File: config.mk
export PLATFORM = sky130hd
export DESIGN_NAME = m_prim_lib
export DESIGN_NICKNAME = d
export VERILOG_FILES = /design/src/rtl/m_prim_lib_pkg.sv /design/src/rtl/m_adder.sv /design/src/rtl/m_comparator.sv /design/src/rtl/m_counter.sv /design/src/rtl/m_prim_lib.sv
export SDC_FILE = /design/constraint.sdc
export NUM_CORES = 1
export LEC_CHECK = 0
export CORE_MARGIN = 1.5
export CORE_UTILIZATION = 25
export CTS_CLUSTER_SIZE = 16
export DETAILED_ROUTE_END_ITERATION = 16
export SLEW_MARGIN = 15
export SYNTH_ARGS = -nofsm -noshare
export SYNTH_HDL_FRONTEND = slang
export SYNTH_SLANG_ARGS = --single-unit
File: constraint.sdc
create_clock -name clk -period 6 [get_ports clk]
set_input_delay 1.8 -clock clk [delete_from_list [all_inputs] [get_ports clk]]
set_output_delay 1.8 -clock clk [all_outputs]
set_load 0.02 [all_outputs]
File: src/rtl/m_prim_lib_pkg.sv
// Shared definitions for the primitive library: counter operation decode.
// Ports: none (package only).
// The decode gives load priority over counting, and ignores direction when not counting.
package m_prim_lib_pkg;

    typedef enum logic [1:0] {
        CNT_HOLD = 2'd0,
        CNT_LOAD = 2'd1,
        CNT_INC  = 2'd2,
        CNT_DEC  = 2'd3
    } cnt_op_t;

    // Load beats count; direction only matters when counting.
    function automatic cnt_op_t cnt_op_decode(input logic load, input logic en, input logic up);
        if (load)
            return CNT_LOAD;
        else if (en)
            return up ? CNT_INC : CNT_DEC;
        else
            return CNT_HOLD;
    endfunction

endpackage

File: src/rtl/m_adder.sv
// Unsigned WIDTH-bit adder with carry-in/carry-out; combinational, zero latency.
// Ports: sum/cout results, A/B operands, cin carry-in.
// Subtraction: feed B = ~x and cin = 1; cout is then the no-borrow flag.
module m_adder #(
    parameter int WIDTH = 14
) (
    output logic [WIDTH-1:0] sum,
    output logic             cout,
    input  logic [WIDTH-1:0] A,
    input  logic [WIDTH-1:0] B,
    input  logic             cin
);

    // Extend to WIDTH+1 bits so the carry lands in the top bit.
    assign {cout, sum} = {1'b0, A} + {1'b0, B} + {{WIDTH{1'b0}}, cin};

endmodule

File: src/rtl/m_comparator.sv
// Unsigned magnitude comparator; combinational, zero latency.
// Ports: AltB/AeqB/AgtB flags (exactly one set), A/B operands.
// Operands are treated as unsigned magnitudes.
module m_comparator #(
    parameter int WIDTH = 14
) (
    output logic             AltB,
    output logic             AeqB,
    output logic             AgtB,
    input  logic [WIDTH-1:0] A,
    input  logic [WIDTH-1:0] B
);

    assign AltB = (A <  B);
    assign AeqB = (A == B);
    assign AgtB = (A >  B);

endmodule

File: src/rtl/m_counter.sv
// Loadable up/down counter, wraps modulo 2^WIDTH; 1-cycle latency from controls.
// Ports: Q count, D load value, clk, clr (sync active-high), load, up, en.
// Priority per edge: clr, then load, then count (en with up/down), else hold.
module m_counter
    import m_prim_lib_pkg::*;
#(
    parameter int WIDTH = 14
) (
    output logic [WIDTH-1:0] Q,
    input  logic [WIDTH-1:0] D,
    input  logic             clk,
    input  logic             clr,
    input  logic             load,
    input  logic             up,
    input  logic             en
);

    always_ff @(posedge clk) begin
        if (clr) begin
            Q <= '0;
        end else begin
            // Natural WIDTH-bit overflow provides the required wrap-around.
            unique case (cnt_op_decode(load, en, up))
                CNT_LOAD: Q <= D;
                CNT_INC:  Q <= Q + WIDTH'(1);
                CNT_DEC:  Q <= Q - WIDTH'(1);
                default:  Q <= Q;
            endcase
        end
    end

endmodule

File: src/rtl/m_prim_lib.sv
// Primitive library top: one adder, one comparator, one counter side by side.
// Ports: add_* adder, cmp_* comparator (both combinational), cnt_* counter, clk/rst.
// rst is synchronous active-high and clears only the counter.
module m_prim_lib #(
    parameter int WIDTH = 14
) (
    input  logic             clk,
    input  logic             rst,
    input  logic [WIDTH-1:0] add_a,
    input  logic [WIDTH-1:0] add_b,
    input  logic             add_cin,
    output logic [WIDTH-1:0] add_sum,
    output logic             add_cout,
    input  logic [WIDTH-1:0] cmp_a,
    input  logic [WIDTH-1:0] cmp_b,
    output logic             cmp_lt,
    output logic             cmp_eq,
    output logic             cmp_gt,
    input  logic [WIDTH-1:0] cnt_d,
    input  logic             cnt_load,
    input  logic             cnt_up,
    input  logic             cnt_en,
    output logic [WIDTH-1:0] cnt_q
);

    m_adder #(.WIDTH(WIDTH)) u_adder (
        .sum  (add_sum),
        .cout (add_cout),
        .A    (add_a),
        .B    (add_b),
        .cin  (add_cin)
    );

    m_comparator #(.WIDTH(WIDTH)) u_comparator (
        .AltB (cmp_lt),
        .AeqB (cmp_eq),
        .AgtB (cmp_gt),
        .A    (cmp_a),
        .B    (cmp_b)
    );

    m_counter #(.WIDTH(WIDTH)) u_counter (
        .Q    (cnt_q),
        .D    (cnt_d),
        .clk  (clk),
        .clr  (rst),
        .load (cnt_load),
        .up   (cnt_up),
        .en   (cnt_en)
    );

endmodule

======== After elaboration in Yosys (flattened, before gate mapping) ========
Index checks and enable logic that the tools add are counted.
Widths: inputs -> output; s select.
cells by class
  mux-type cells .......................... 5
  order comparisons ....................... 2
  reduce and logical (&&, ||, !) cells .... 1
  eq/ne operators ......................... 4
  $add $sub $neg .......................... 4
operators by type and width
  kind                   count
  $pmux 14 s3            1
  $add 14x14->15         1
  $add 15x1->15          1
  $add 14x1->14 const B  1
  $eq 14x14->1           1
  $gt 14x14->1           1
  $lt 14x14->1           1
  $sub 14x1->14 const B  1
  $mux 2                 3
  $eq 2x2->1 const B     2
  $reduce_bool 3->1      1
  $eq 2x1->1 const B     1
  $mux 1                 1
storage, ports and cells
  input port bits ......................... 76
  output and inout bits ................... 32
  word-level logic and storage cells ...... 17
  flip-flop bits (word level) ............. 14

======== Depth between registers and ports, before layout ========
Gate-level depths: netlist of run 1.
  depth in word-level cells ............... 6
  depth in mapped cells ................... 11
  mapped depth without buffers ............ 10

======== Hierarchy ========
Synthesis of run 1 repeated with hierarchy kept, for this count alone.
second synthesis, totals
  cell total of the unflattened synthesis .. 296
  area, all modules ....................... 2204.6 um^2
modules (own cells, without submodules)
  module        area each (um^2)  times used  cells an instance  sequential area each (um^2)
  m_counter     1159.9            1           155                280.3
  m_adder       689.4             1           92                 0.0
  m_comparator  355.3             1           49                 0.0

======== Worst setup path after synthesis of run 1 ========
OpenSTA, ideal clock, no wires.
  path kind ............................... input to output
  start ................................... input port add_a[0]
  end ..................................... output port add_sum[10]
  stages .................................. 10
  required time ........................... 4200 ps
  arrival time ............................ 4019 ps
  slack ................................... 181 ps
  buffers on the path ..................... 0
  cell sequence ........................... inv_1 -> fa_1 -> inv_1 -> fa_1 -> a21oi_1 -> o21ai_0 -> or4b_2 -> a31o_2 -> a21oi_1 -> xnor2_1
on the way
  cells in the longest elaborated chain, start to end .. 2
ends and longest elaborated chain
  item                line              source
  start: declaration  m_prim_lib.sv:9   input logic [WIDTH-1:0] add_a,
  $add 14x14->15      m_adder.sv:15     assign {cout, sum} = {1'b0, A} + {1'b0, B} + {{WIDTH{1'b0}}, cin};
  $add 15x1->15       m_adder.sv:15
  end: declaration    m_prim_lib.sv:12  output logic [WIDTH-1:0] add_sum,
Every way passes these cells.

======== Worst setup path after layout of run 1 ========
Same ends and word-level chain as after synthesis.

==> results of run 1 <==
[metrics by stage]
stage	power, mW	TNS [ns]	cells	hold slack (ns)	instance area, um2
2_1_floorplan	0.268	0	283	0.638	2060
4_1_cts	0.506	-0.152	504	0.590	3420
3_3_place_gp	0.413	-4.02	500	0.560	3370
6_report	0.506	0	506	0.589	3460
3_5_place_dp	0.415	-4.50	500	0.577	3370
5_1_grt	0.541	0	506	0.615	3460
[synth_stat cells (all sizes together), types with 3 or more instances]
cell type	number	area, um2
o211ai	3	22.5
a31oi	3	18.8
buf	8	43.8
or3	4	30.0
clkbuf	7	26.3
a21oi	19	95.1
nor2	25	93.8
o21ai	17	85.1
or4	4	30.0
inv	23	86.3
nor3b	3	27.5
xnor2	15	131
mux2i	4	40.0
a31o	3	26.3
dfxtp	14	280
a211oi	9	72.6
nand3	6	30.0
xor2	8	70.1
nand4	9	56.3
ha	28	350
nand2b	4	25.0
nor4	8	56.3
nor3	7	35.0
nand2	24	90.1
[cell families after synthesis]
| group | count (synthesis) |
|---|---|
| xor+xnor | 23 |
| fa+ha+maj | 30 |
| flops | 14 |
| simple gates | 103 |
| mux | 4 |
| compound gates | 70 |
| buf+inv | 39 |
[worst paths after layout]
path | start | endpoint | slack [ns]
max reg2reg | u_counter.Q[1]$_SDFFE_PP0P_ | u_counter.Q[12]$_SDFFE_PP0P_ | 3.56
min | u_counter.Q[13]$_SDFFE_PP0P_ | u_counter.Q[13]$_SDFFE_PP0P_ | 0.59
min reg2reg | u_counter.Q[13]$_SDFFE_PP0P_ | u_counter.Q[13]$_SDFFE_PP0P_ | 0.59
max | add_a[0] | add_sum[10] | 0.16
[routing by layer]
metal / vias up / part of all wire
met5: - / 0
met3: 8 / 0.065
li1: 1271 / -
met2: 78 / 0.46
met1: 1135 / 0.47
met4: 0 / 0.0055
[cell type report]
type / count / share of cell area
clock buffer: 4 / 0.0159
inverter: 24 / 0.0260
multi-input combinational: 230 / 0.484
sequential: 14 / 0.0810
tap: 102 / 0.0369
timing repair buffer: 132 / 0.356
[worst reg2reg max path, delay by kind of cell (launching register included)]
kind | cells | cell delay (ns)
flops | 1 | 0.49
fa+ha+maj | 1 | 0.23
xor+xnor | 2 | 0.28
simple gates | 3 | 1.04
compound gates | 2 | 0.31
[timing repair]
item,in CTS,in global routing
buffers inserted,0,2
gates resized for setup,45,11
setup endpoints to repair,12,9
pin swaps,1,10
[report_power, final]
| part | switching, mW | internal [mW] |
|---|---|---|
| combinational | 0.138 | 0.157 |
| sequential | 0.0158 | 0.100 |
| clock | 0.0375 | 0.0582 |
==> summary.md, run 1 <==
| Metric | Value |
|---|---|
| Status | `finished, final reports clean` |
| Gr busiest metal | `met2` |
| Number of flops mapped to enable cells by yosys | `0` |
| WS Path Type | `input pin to primary output` |
| Multi-input logic area | `1670 um2` |
| Fin util | `0.441` |
| Synth Net Count | `389` |
| Antenna-violating nets left | `0` |
| Layout overhead on the synthesized area | `67.6%` |
| Main flop type after synthesis | `dfxtp_1` |
| Synth Area per Inst | `7.29 um2` |
| Peak VDD IR | `0.0705 mV` |
| Dpl ws | `-0.863 ns` |
| Synth Warn # | `0` |
| Simple-gate share of the synthesized area | `0.262` |
| Max Root-Sink Buffers | `2` |
| CTS tree | `built` |
| Post-Synthesis Cells | `283` |
| Sink Count | `14` |
| M3 GR Usage | `0.0251` |
| GR met1 Demand/Resource | `0.194` |
| TritonCTS Buffers | `3` |
| Fin. Hold Viols | `0` |
| Die X | `93.9 um` |
| Mux share of post-synthesis cell area | `0.0194` |
| Startpoint Class | `input pin` |
| MaxCap Viol Count | `0` |
| Final period util | `0.973` |
| Cell Chain, Critical Path | `dlymetal6s2s_1, inv_2, fa_2, inv_2, fa_2, a21oi_2, o21ai_2, or4b_4, a31o_4, a21oi_2, xnor2_1, buf_4` |
| RSZ-0062 raised after global routing | `no` |
| CTS hold repair buffers | `0` |
| Worst slew pin tran | `0.650 ns` |
| Worst Path Max Fanout | `2` |
| Number of diodes | `0` |
| Overall Global Routing Usage | `0.145` |
| WL/cell | `between 10 and 15 um` |
| Via count | `2492` |
| Most flops, register | `u_counter.Q` |
| IO Port Bufs | `107` |
| Commonest non-fill, non-tap cell in the layout | `clkdlybuf4s50_1` |
| Die height | `about 94 um` |
| Row cnt | `32` |
| Hold depth | `2` |
| Leakage | `about 1.5 nW` |
| Maximum number of pins on one net before global-route repair | `19` |
| Synth Register Bits | `14` |
| Worst Path Arrival | `~4.0 ns` |
| Post-layout min period | `a little under 6 ns` |
| CORE AREA | `7850 um2` |
| Worst Path Buf+Inv | `4` |
| FILL cells | `slightly above 800` |
| GP Congestion | `0.850` |
| Max reg flops | `14` |
| Worst r2r path cells | `8` |
| Post-Route Skew | `roughly 0.0023 ns` |
| Antenna violations before repair | `0` |
| DRT iter0 DRCs | `100` |
| DR vias/cell | `4.92` |
| Post-Syn Area | `2060 um2` |
| Total congestion overflow | `0` |
| Root Buffer | `clkbuf_8` |
| Worst EP required | `between 4 and 5 ns` |
| Post-synthesis sequential area ratio | `0.136` |
| Post-synthesis adder-cell area fraction | `0.189` |
| Reg clk slew, reported paths | `approximately 0.060 ns` |
| Pwr Density | `146 nW/um2` |
| PnR worst setup slack | `about 0.16 ns` |
| I/O pins | `about 110` |
| Worst path depth | `12` |
| Biggest regs | `u_counter.Q x14` |
| Synth cell types | `52` |
| Slew headroom | `0.566` |
| CP max stage delay | `0.52 ns` |
| Number of global-route vias before repair | `2374` |
| Xor-xnor portion of the synthesized cell area | `0.0976` |
| H-tree depth | `1` |
| Largest family of logic cells by synthesized area | `simple AND/OR/NAND/NOR gates` |
| Fmax | `171 MHz` |
| CP max stage cell | `or4b_4` |
| Commonest cells after routing, fill and taps aside | `91 x clkdlybuf4s50_1, 28 x ha_1, 26 x buf_4, 25 x nor2_1, 23 x nand2_1` |
| Final setup fails | `0` |
| Ys async rst share | `0` |
| Met2 usage | `0.252` |
| Share of layout cells above drive strength 1 | `0.139` |
| Starting Density | `0.263` |
| Routed WL | `6.49 mm` |
| Storage cell area | `280 um2` |
| First-pass GRT wire length | `about 11 mm` |
| Cell family with most CP delay | `compound AO/OA/AOI/OAI gates` |
| Synth Area in Compound Gates | `0.218` |
| DRC viols | `0` |
| Hold Path Class | `flop to flop` |
| Worst Setup End Kind | `primary output` |
| Worst-Skew Late Latency | `0.25 ns` |
| Drt first pass iters | `4` |
| Final nets | `roughly 500` |
| DIE AREA | `8810 um2` |
| Hpwl dp | `between 5 and 6 mm` |
| Slew Viols, Final | `0` |
No activity file was read; power rests on OpenSTA's default activity.
==> run 2: changes to the inputs <==
--- a/config.mk
+++ b/config.mk
@@ -5,10 +5,13 @@
 export SDC_FILE = /design/constraint.sdc
 export NUM_CORES = 1
 export LEC_CHECK = 0
+export CELL_PAD_IN_SITES_DETAIL_PLACEMENT = 1
+export CELL_PAD_IN_SITES_GLOBAL_PLACEMENT = 2
 export CORE_MARGIN = 1.5
-export CORE_UTILIZATION = 25
+export CORE_UTILIZATION = 21
 export CTS_CLUSTER_SIZE = 16
 export DETAILED_ROUTE_END_ITERATION = 16
+export PLACE_DENSITY_LB_ADDON = 0.1
 export SLEW_MARGIN = 15
 export SYNTH_ARGS = -nofsm -noshare
 export SYNTH_HDL_FRONTEND = slang
==> run 2 against run 1 <==
Net effect:
- cell area grew 3.0%
- via count grew 0.48%
- clock power grew 8%
- count of clock-buffer cells in the layout is the same
- critical endpoint unchanged
- largest power group unchanged
- highest routed layer unchanged
==> summary.md, run 2 (same netlist as run 1, synthesis figures left out) <==
| Metric | Value |
|---|---|
| Status | `finished, final reports clean (unchanged)` |
| Worst slew pin tran | `0.755 ns (was 0.650 ns)` |
| Maximum number of pins on one net before global-route repair | `18 (was 19)` |
| Slew Viols, Final | `0 (unchanged)` |
| TritonCTS Buffers | `3 (unchanged)` |
| Antenna violations before repair | `0 (unchanged)` |
| DRC viols | `0 (unchanged)` |
| H-tree depth | `1 (unchanged)` |
| Worst Path Max Fanout | `2 (unchanged)` |
| Peak VDD IR | `0.0595 mV (was 0.0705 mV)` |
| Number of diodes | `0 (unchanged)` |
| Hold depth | `2 (unchanged)` |
| IO Port Bufs | `107 (unchanged)` |
| Fmax | `169 MHz (was 171 MHz)` |
| Worst Path Arrival | `4.10 ns (was 4.04 ns)` |
| Startpoint Class | `input pin (unchanged)` |
| FILL cells | `1205 (was 815)` |
| Hold_ws | `0.581 ns (was 0.589 ns)` |
| DR vias/cell | `4.65 (was 4.92)` |
| Worst r2r path cells | `8 (unchanged)` |
| Overall Global Routing Usage | `0.153 (was 0.145)` |
| Final nets | `512 (was 511)` |
| Worst-Skew Late Latency | `0.26 ns (was 0.25 ns)` |
| CORE AREA | `9640 um2 (was 7850 um2)` |
| Multi-input logic area | `1730 um2 (was 1670 um2)` |
| Max Root-Sink Buffers | `2 (unchanged)` |
| Sink Count | `14 (unchanged)` |
| RSZ-0062 raised after global routing | `no (unchanged)` |
| Post-Route Skew | `0.00295 ns (was 0.00230 ns)` |
| WL/cell | `14.5 um (was 12.8 um)` |
| First-pass GRT wire length | `12.6 mm (was 10.7 mm)` |
| Leakage | `1.48 nW (about the same)` |
| GR met1 Demand/Resource | `0.191 (was 0.194)` |
| Share of layout cells above drive strength 1 | `0.153 (was 0.139)` |
| PnR worst setup slack | `0.0970 ns (was 0.162 ns)` |
| Row cnt | `36 (was 32)` |
| Hold Path Class | `flop to flop (unchanged)` |
| Total congestion overflow | `0 (unchanged)` |
| Design Area, Final | `3560 um2 (was 3460 um2)` |
| DIE AREA | `10400 um2 (was 8810 um2)` |
| CTS tree | `built (unchanged)` |
| Storage cell area | `280 um2 (unchanged)` |
| Commonest non-fill, non-tap cell in the layout | `clkdlybuf4s50_1 (unchanged)` |
| GP Congestion | `0.784 (was 0.850)` |
| Drt first pass iters | `4 (unchanged)` |
| Worst Setup End Kind | `primary output (unchanged)` |
| Routed WL | `7.81 mm (was 6.49 mm)` |
| Gr busiest metal | `met2 (unchanged)` |
| Fin util | `0.370 (was 0.441)` |
| Final setup fails | `0 (unchanged)` |
| CTS hold repair buffers | `0 (unchanged)` |
| MaxCap Viol Count | `0 (unchanged)` |
| Root Buffer | `clkbuf_8 (unchanged)` |
| Worst EP required | `4.20 ns (about the same)` |
| Pwr Density | `148 nW/um2 (was 146 nW/um2)` |
| Commonest cells after routing, fill and taps aside | `92 x clkdlybuf4s50_1, 28 x buf_4, 25 x nor2_1, 25 x ha_1, 23 x nand2_1 (was 91 x clkdlybuf4s50_1, 28 x ha_1, 26 x buf_4, 25 x nor2_1, 23 x nand2_1)` |
| I/O pins | `108 (unchanged)` |
| Slew headroom | `0.495 (was 0.566)` |
| Max reg flops | `14 (unchanged)` |
| Via count | `2504 (was 2492)` |
| Biggest regs | `u_counter.Q x14 (unchanged)` |
| Fin. Hold Viols | `0 (unchanged)` |
| Layout overhead on the synthesized area | `72.7% (was 67.6%)` |
| WS Path Type | `input pin to primary output (unchanged)` |
| Pwr Total | `527 uW (was 506 uW)` |
| Post-layout min period | `5.90 ns (was 5.84 ns)` |
| Final period util | `0.984 (was 0.973)` |
| M3 GR Usage | `0.0287 (was 0.0251)` |
| Die height | `102 um (was 93.9 um)` |
| Reg clk slew, reported paths | `0.07 ns (was 0.06 ns)` |
| Dpl ws | `-0.836 ns (was -0.863 ns)` |
| DRT iter0 DRCs | `85 (was 100)` |
| Area after DPL | `3400 um2 (was 3370 um2)` |
| Starting Density | `0.214 (was 0.263)` |
| Hpwl dp | `6.22 mm (was 5.07 mm)` |
| Antenna-violating nets left | `0 (unchanged)` |
| Die X | `102 um (was 93.9 um)` |
| Most flops, register | `u_counter.Q (unchanged)` |
| Number of global-route vias before repair | `2611 (was 2374)` |
| Met2 usage | `0.281 (was 0.252)` |
-- run 2: changes by cell type in the layout (fill, tap and decap cells not counted), moves of 2 or more --
cell and change:
o21ai_1 -2, ha_4 +3, ha_1 -3, buf_4 +2, buf_2 -2
-- run 2: per-stage QoR --
stage | setup TNS [ns] | std cells
4_1_cts | -0.131 | 536
5_1_grt | 0 | 538
6_report | 0 | 538
3_3_place_gp | -4.42 | 531
2_1_floorplan | 0 | 283
3_5_place_dp | -4.61 | 531
-- run 2: where the power goes --
part / internal (mW) / switching [mW]
Sequential: 0.0999 / 0.0166
Clock: 0.0584 / 0.0446
Combinational: 0.163 / 0.145
Total: 0.321 / 0.206
-- run 2: cell type report --
| cell class | instances | area share |
|---|---|---|
| timing repair buffer | 133 | 0.349 |
| clock buffer | 4 | 0.0154 |
| multi-input combinational | 230 | 0.485 |
| sequential | 14 | 0.0786 |
| inverter | 24 | 0.0253 |
| tap | 133 | 0.0467 |
-- run 2: path summary, 6_finish.rpt --
| kind | start | slack (ns) | to |
|---|---|---|---|
| hold / removal | u_counter.Q[13]$_SDFFE_PP0P_ | 0.58 | u_counter.Q[13]$_SDFFE_PP0P_ |
| setup / recovery | add_a[1] | 0.1 | add_sum[10] |
| hold reg to reg | u_counter.Q[13]$_SDFFE_PP0P_ | 0.58 | u_counter.Q[13]$_SDFFE_PP0P_ |
| setup reg to reg | u_counter.Q[1]$_SDFFE_PP0P_ | 3.52 | u_counter.Q[12]$_SDFFE_PP0P_ |
-- run 2: layer usage --
metal | wire [um] | share of wire
met5 | 0 | 0
met3 | 408 | 0.052
met4 | 38 | 0.0049
met2 | 3810 | 0.49
met1 | 3550 | 0.45
-- run 2: critical path, stage by stage --
cell             delay [ns]
clkdlybuf4s50_1        0.46
fa_2                   0.42
a21oi_2                0.15
o21ai_2                0.09
or4b_4                 0.49
a31o_4                 0.26
a21oi_4                0.14
xnor2_1                0.13
buf_4                  0.16
-- run 2: repair_timing --
action / CTS / global route
resized for setup: 50 / 14
setup buffers: 1 / 2
setup endpoints to repair: 12 / 8
pin swaps: 7 / 12
hold endpoints to repair: 0 / 0
==> run 3: changes to the inputs <==
--- a/config.mk
+++ b/config.mk
@@ -7,7 +7,7 @@
 export LEC_CHECK = 0
 export CELL_PAD_IN_SITES_DETAIL_PLACEMENT = 1
 export CELL_PAD_IN_SITES_GLOBAL_PLACEMENT = 2
-export CORE_MARGIN = 1.5
+export CORE_MARGIN = 2
 export CORE_UTILIZATION = 21
 export CTS_CLUSTER_SIZE = 16
 export DETAILED_ROUTE_END_ITERATION = 16
==> run 3 against run 2 <==
Net effect:
- sequential share of layout area increased by 0.14 points
- maximum frequency increased by 0.66%
- worst setup slack improved by 0.039 ns
- critical path type unchanged
- largest cell class unchanged
- largest power group unchanged
==> summary.md, run 3 (same netlist as run 1, synthesis figures left out) <==
| Metric | Value |
|---|---|
| Gr busiest metal | `met2 (unchanged)` |
| Overall Global Routing Usage | `0.146 (was 0.153)` |
| Final setup fails | `0 (unchanged)` |
| Worst Setup EP | `cmp_gt (was add_sum[10])` |
| Worst Setup End Kind | `primary output (unchanged)` |
| DRT iter0 DRCs | `66 (was 85)` |
| P_sw | `197 uW (was 206 uW)` |
| PnR worst setup slack | `0.136 ns (was 0.0970 ns)` |
| I/O pins | `108 (unchanged)` |
| Drt first pass iters | `4 (unchanged)` |
| First-pass GRT wire length | `12.4 mm (was 12.6 mm)` |
| CTS hold repair buffers | `0 (unchanged)` |
| Starting Density | `0.214 (unchanged)` |
| DRC viols | `0 (unchanged)` |
| Register share of total power | `0.233 (was 0.221)` |
| Fin. Hold Viols | `0 (unchanged)` |
| Post-layout min period | `5.86 ns (was 5.90 ns)` |
| Reg2Reg Setup Slack | `3.52 ns (about the same)` |
| WL/cell | `14.2 um (was 14.5 um)` |
| Reg clk slew, reported paths | `0.06 ns (was 0.07 ns)` |
| Hold Path Class | `flop to flop (unchanged)` |
| Routed WL | `7.64 mm (was 7.81 mm)` |
| Via count | `2500 (was 2504)` |
| GR met1 Demand/Resource | `0.187 (was 0.191)` |
| H-tree depth | `1 (unchanged)` |
| Antenna violations before repair | `0 (unchanged)` |
| Layout overhead on the synthesized area | `69.7% (was 72.7%)` |
| Worst EP required | `4.20 ns (about the same)` |
| R2R Path Start | `u_counter.Q[1]$_SDFFE_PP0P_ (unchanged)` |
| Most flops, register | `u_counter.Q (unchanged)` |
| Clk pwr share | `0.163 (was 0.196)` |
| Slew headroom | `0.501 (was 0.495)` |
| Worst Path Max Fanout | `2 (unchanged)` |
| Worst r2r dst | `u_counter.Q[12]$_SDFFE_PP0P_ (unchanged)` |
| Number of diodes | `0 (unchanged)` |
| WS Path Type | `input pin to primary output (unchanged)` |
| Row cnt | `36 (unchanged)` |
| Commonest cells after routing, fill and taps aside | `92 x clkdlybuf4s50_1, 28 x ha_1, 26 x buf_4, 25 x nor2_1, 23 x nand2_1 (was 92 x clkdlybuf4s50_1, 28 x buf_4, 25 x nor2_1, 25 x ha_1, 23 x nand2_1)` |
| DIE AREA | `10600 um2 (was 10400 um2)` |
| Post-Route Skew | `0.00130 ns (was 0.00295 ns)` |
| Hpwl dp | `6.28 mm (was 6.22 mm)` |
| DR vias/cell | `4.66 (was 4.65)` |
| Die height | `103 um (was 102 um)` |
| Sw Share | `0.394 (was 0.391)` |
| Final period util | `0.977 (was 0.984)` |
| Biggest regs | `u_counter.Q x14 (unchanged)` |
| Startpoint Class | `input pin (unchanged)` |
| Dpl ws | `-0.874 ns (was -0.836 ns)` |
| CORE AREA | `9640 um2 (unchanged)` |
| Worst-Skew Late Latency | `0.25 ns (was 0.26 ns)` |
| Met2 usage | `0.261 (was 0.281)` |
| Peak VDD IR | `0.0531 mV (was 0.0595 mV)` |
| Leakage | `1.47 nW (was 1.48 nW)` |
| Pwr Density | `143 nW/um2 (was 148 nW/um2)` |
| CTS tree | `built (unchanged)` |
| Crit path launch | `cmp_b[3] (was add_a[1])` |
| Total congestion overflow | `0 (unchanged)` |
| IO Port Bufs | `107 (unchanged)` |
| Pint | `304 uW (was 321 uW)` |
| Max reg flops | `14 (unchanged)` |
| Post-Place Cells | `531 (unchanged)` |
| M3 GR Usage | `0.0271 (was 0.0287)` |
| Storage cell area | `280 um2 (unchanged)` |
| Pwr Total | `501 uW (was 527 uW)` |
| Slew Viols, Final | `0 (unchanged)` |
| Sum of negative setup slack | `0 ns (unchanged)` |
| Max Root-Sink Buffers | `2 (unchanged)` |
| Combinational share of power | `0.604 (was 0.583)` |
| Maximum number of pins on one net before global-route repair | `18 (unchanged)` |
| Final nets | `511 (was 512)` |
| MaxCap Viol Count | `0 (unchanged)` |
| FILL cells | `1182 (was 1205)` |
| Finished Layout Cells | `536 (was 538)` |
| Multi-input logic area | `1700 um2 (was 1730 um2)` |
| Worst r2r path cells | `8 (unchanged)` |
| Sink Count | `14 (unchanged)` |
| Root Buffer | `clkbuf_8 (unchanged)` |
| Commonest non-fill, non-tap cell in the layout | `clkdlybuf4s50_1 (unchanged)` |
| Share of layout cells above drive strength 1 | `0.141 (was 0.153)` |
| Status | `finished, final reports clean (unchanged)` |
| Fmax | `171 MHz (was 169 MHz)` |
| GP Congestion | `0.777 (was 0.784)` |
| Worst slew pin tran | `0.746 ns (was 0.755 ns)` |
| RSZ-0062 raised after global routing | `no (unchanged)` |
| Worst Path Arrival | `4.06 ns (was 4.10 ns)` |
| Antenna-violating nets left | `0 (unchanged)` |
| Die X | `103 um (was 102 um)` |
| Number of global-route vias before repair | `2572 (was 2611)` |
| TritonCTS Buffers | `3 (unchanged)` |
-- run 3: timing repair --
action / in CTS / in global routing
pin swaps: 6 / 9
buffers inserted: 0 / 2
endpoints found under the setup margin: 12 / 10
resized for setup: 50 / 14
-- run 3: power by group through the flow --
stage | Clock, mW | Combinational (mW) | Sequential (mW)
floorplan | 0 | 0.150 | 0.118
finish | 0.0818 | 0.302 | 0.117
global route | 0.0902 | 0.331 | 0.119
detailed placement | 0 | 0.305 | 0.119
global placement | 0 | 0.303 | 0.119
CTS | 0.0864 | 0.304 | 0.117
-- run 3: how the worst min path moves through the flow --
stage / from / to / slack [ns] / cells past startpoint
2_1_floorplan: u_counter.Q[13]$_SDFFE_PP0P_ / u_counter.Q[13]$_SDFFE_PP0P_ / 0.64 / 2
3_3_place_gp: u_counter.Q[13]$_SDFFE_PP0P_ / u_counter.Q[13]$_SDFFE_PP0P_ / 0.56 / 2
3_5_place_dp: u_counter.Q[13]$_SDFFE_PP0P_ / u_counter.Q[13]$_SDFFE_PP0P_ / 0.57 / 2
4_1_cts: u_counter.Q[13]$_SDFFE_PP0P_ / u_counter.Q[13]$_SDFFE_PP0P_ / 0.58 / 2
5_1_grt: u_counter.Q[13]$_SDFFE_PP0P_ / u_counter.Q[13]$_SDFFE_PP0P_ / 0.61 / 2
6_report: u_counter.Q[13]$_SDFFE_PP0P_ / u_counter.Q[13]$_SDFFE_PP0P_ / 0.58 / 2
-- run 3: through the flow --
stage                     hold WS (ns)   util  cell area, um2
after detailed placement         0.569  0.353            3400
after global placement           0.558  0.353            3400
after floorplan                  0.638      -            2060
final                            0.582  0.363            3500
after CTS                        0.583  0.360            3470
after global routing             0.612  0.363            3500
-- run 3: critical path, stage by stage --
cell	delay (ns)
clkdlybuf4s50_1	0.45
inv_1	0.04
ha_1	0.29
a21oi_2	0.16
a2bb2oi_2	0.16
a31oi_1	0.09
or4_1	0.49
a221oi_2	0.23
buf_4	0.15
nor2_1	0.04
buf_2	0.17
-- run 3: layout make-up --
class,instances,area share
Clock buffer,3,0.0118
Inverter,24,0.0257
Multi-Input combinational cell,230,0.484
Sequential cell,14,0.0800
Tap cell,133,0.0475
Timing Repair Buffer,132,0.351
-- run 3: routing by layer --
metal	vias to the layer above	routed length (um)
li1	1273	-
met1	1153	3390
met2	72	3690
met3	2	522
met4	0	34
met5	-	0
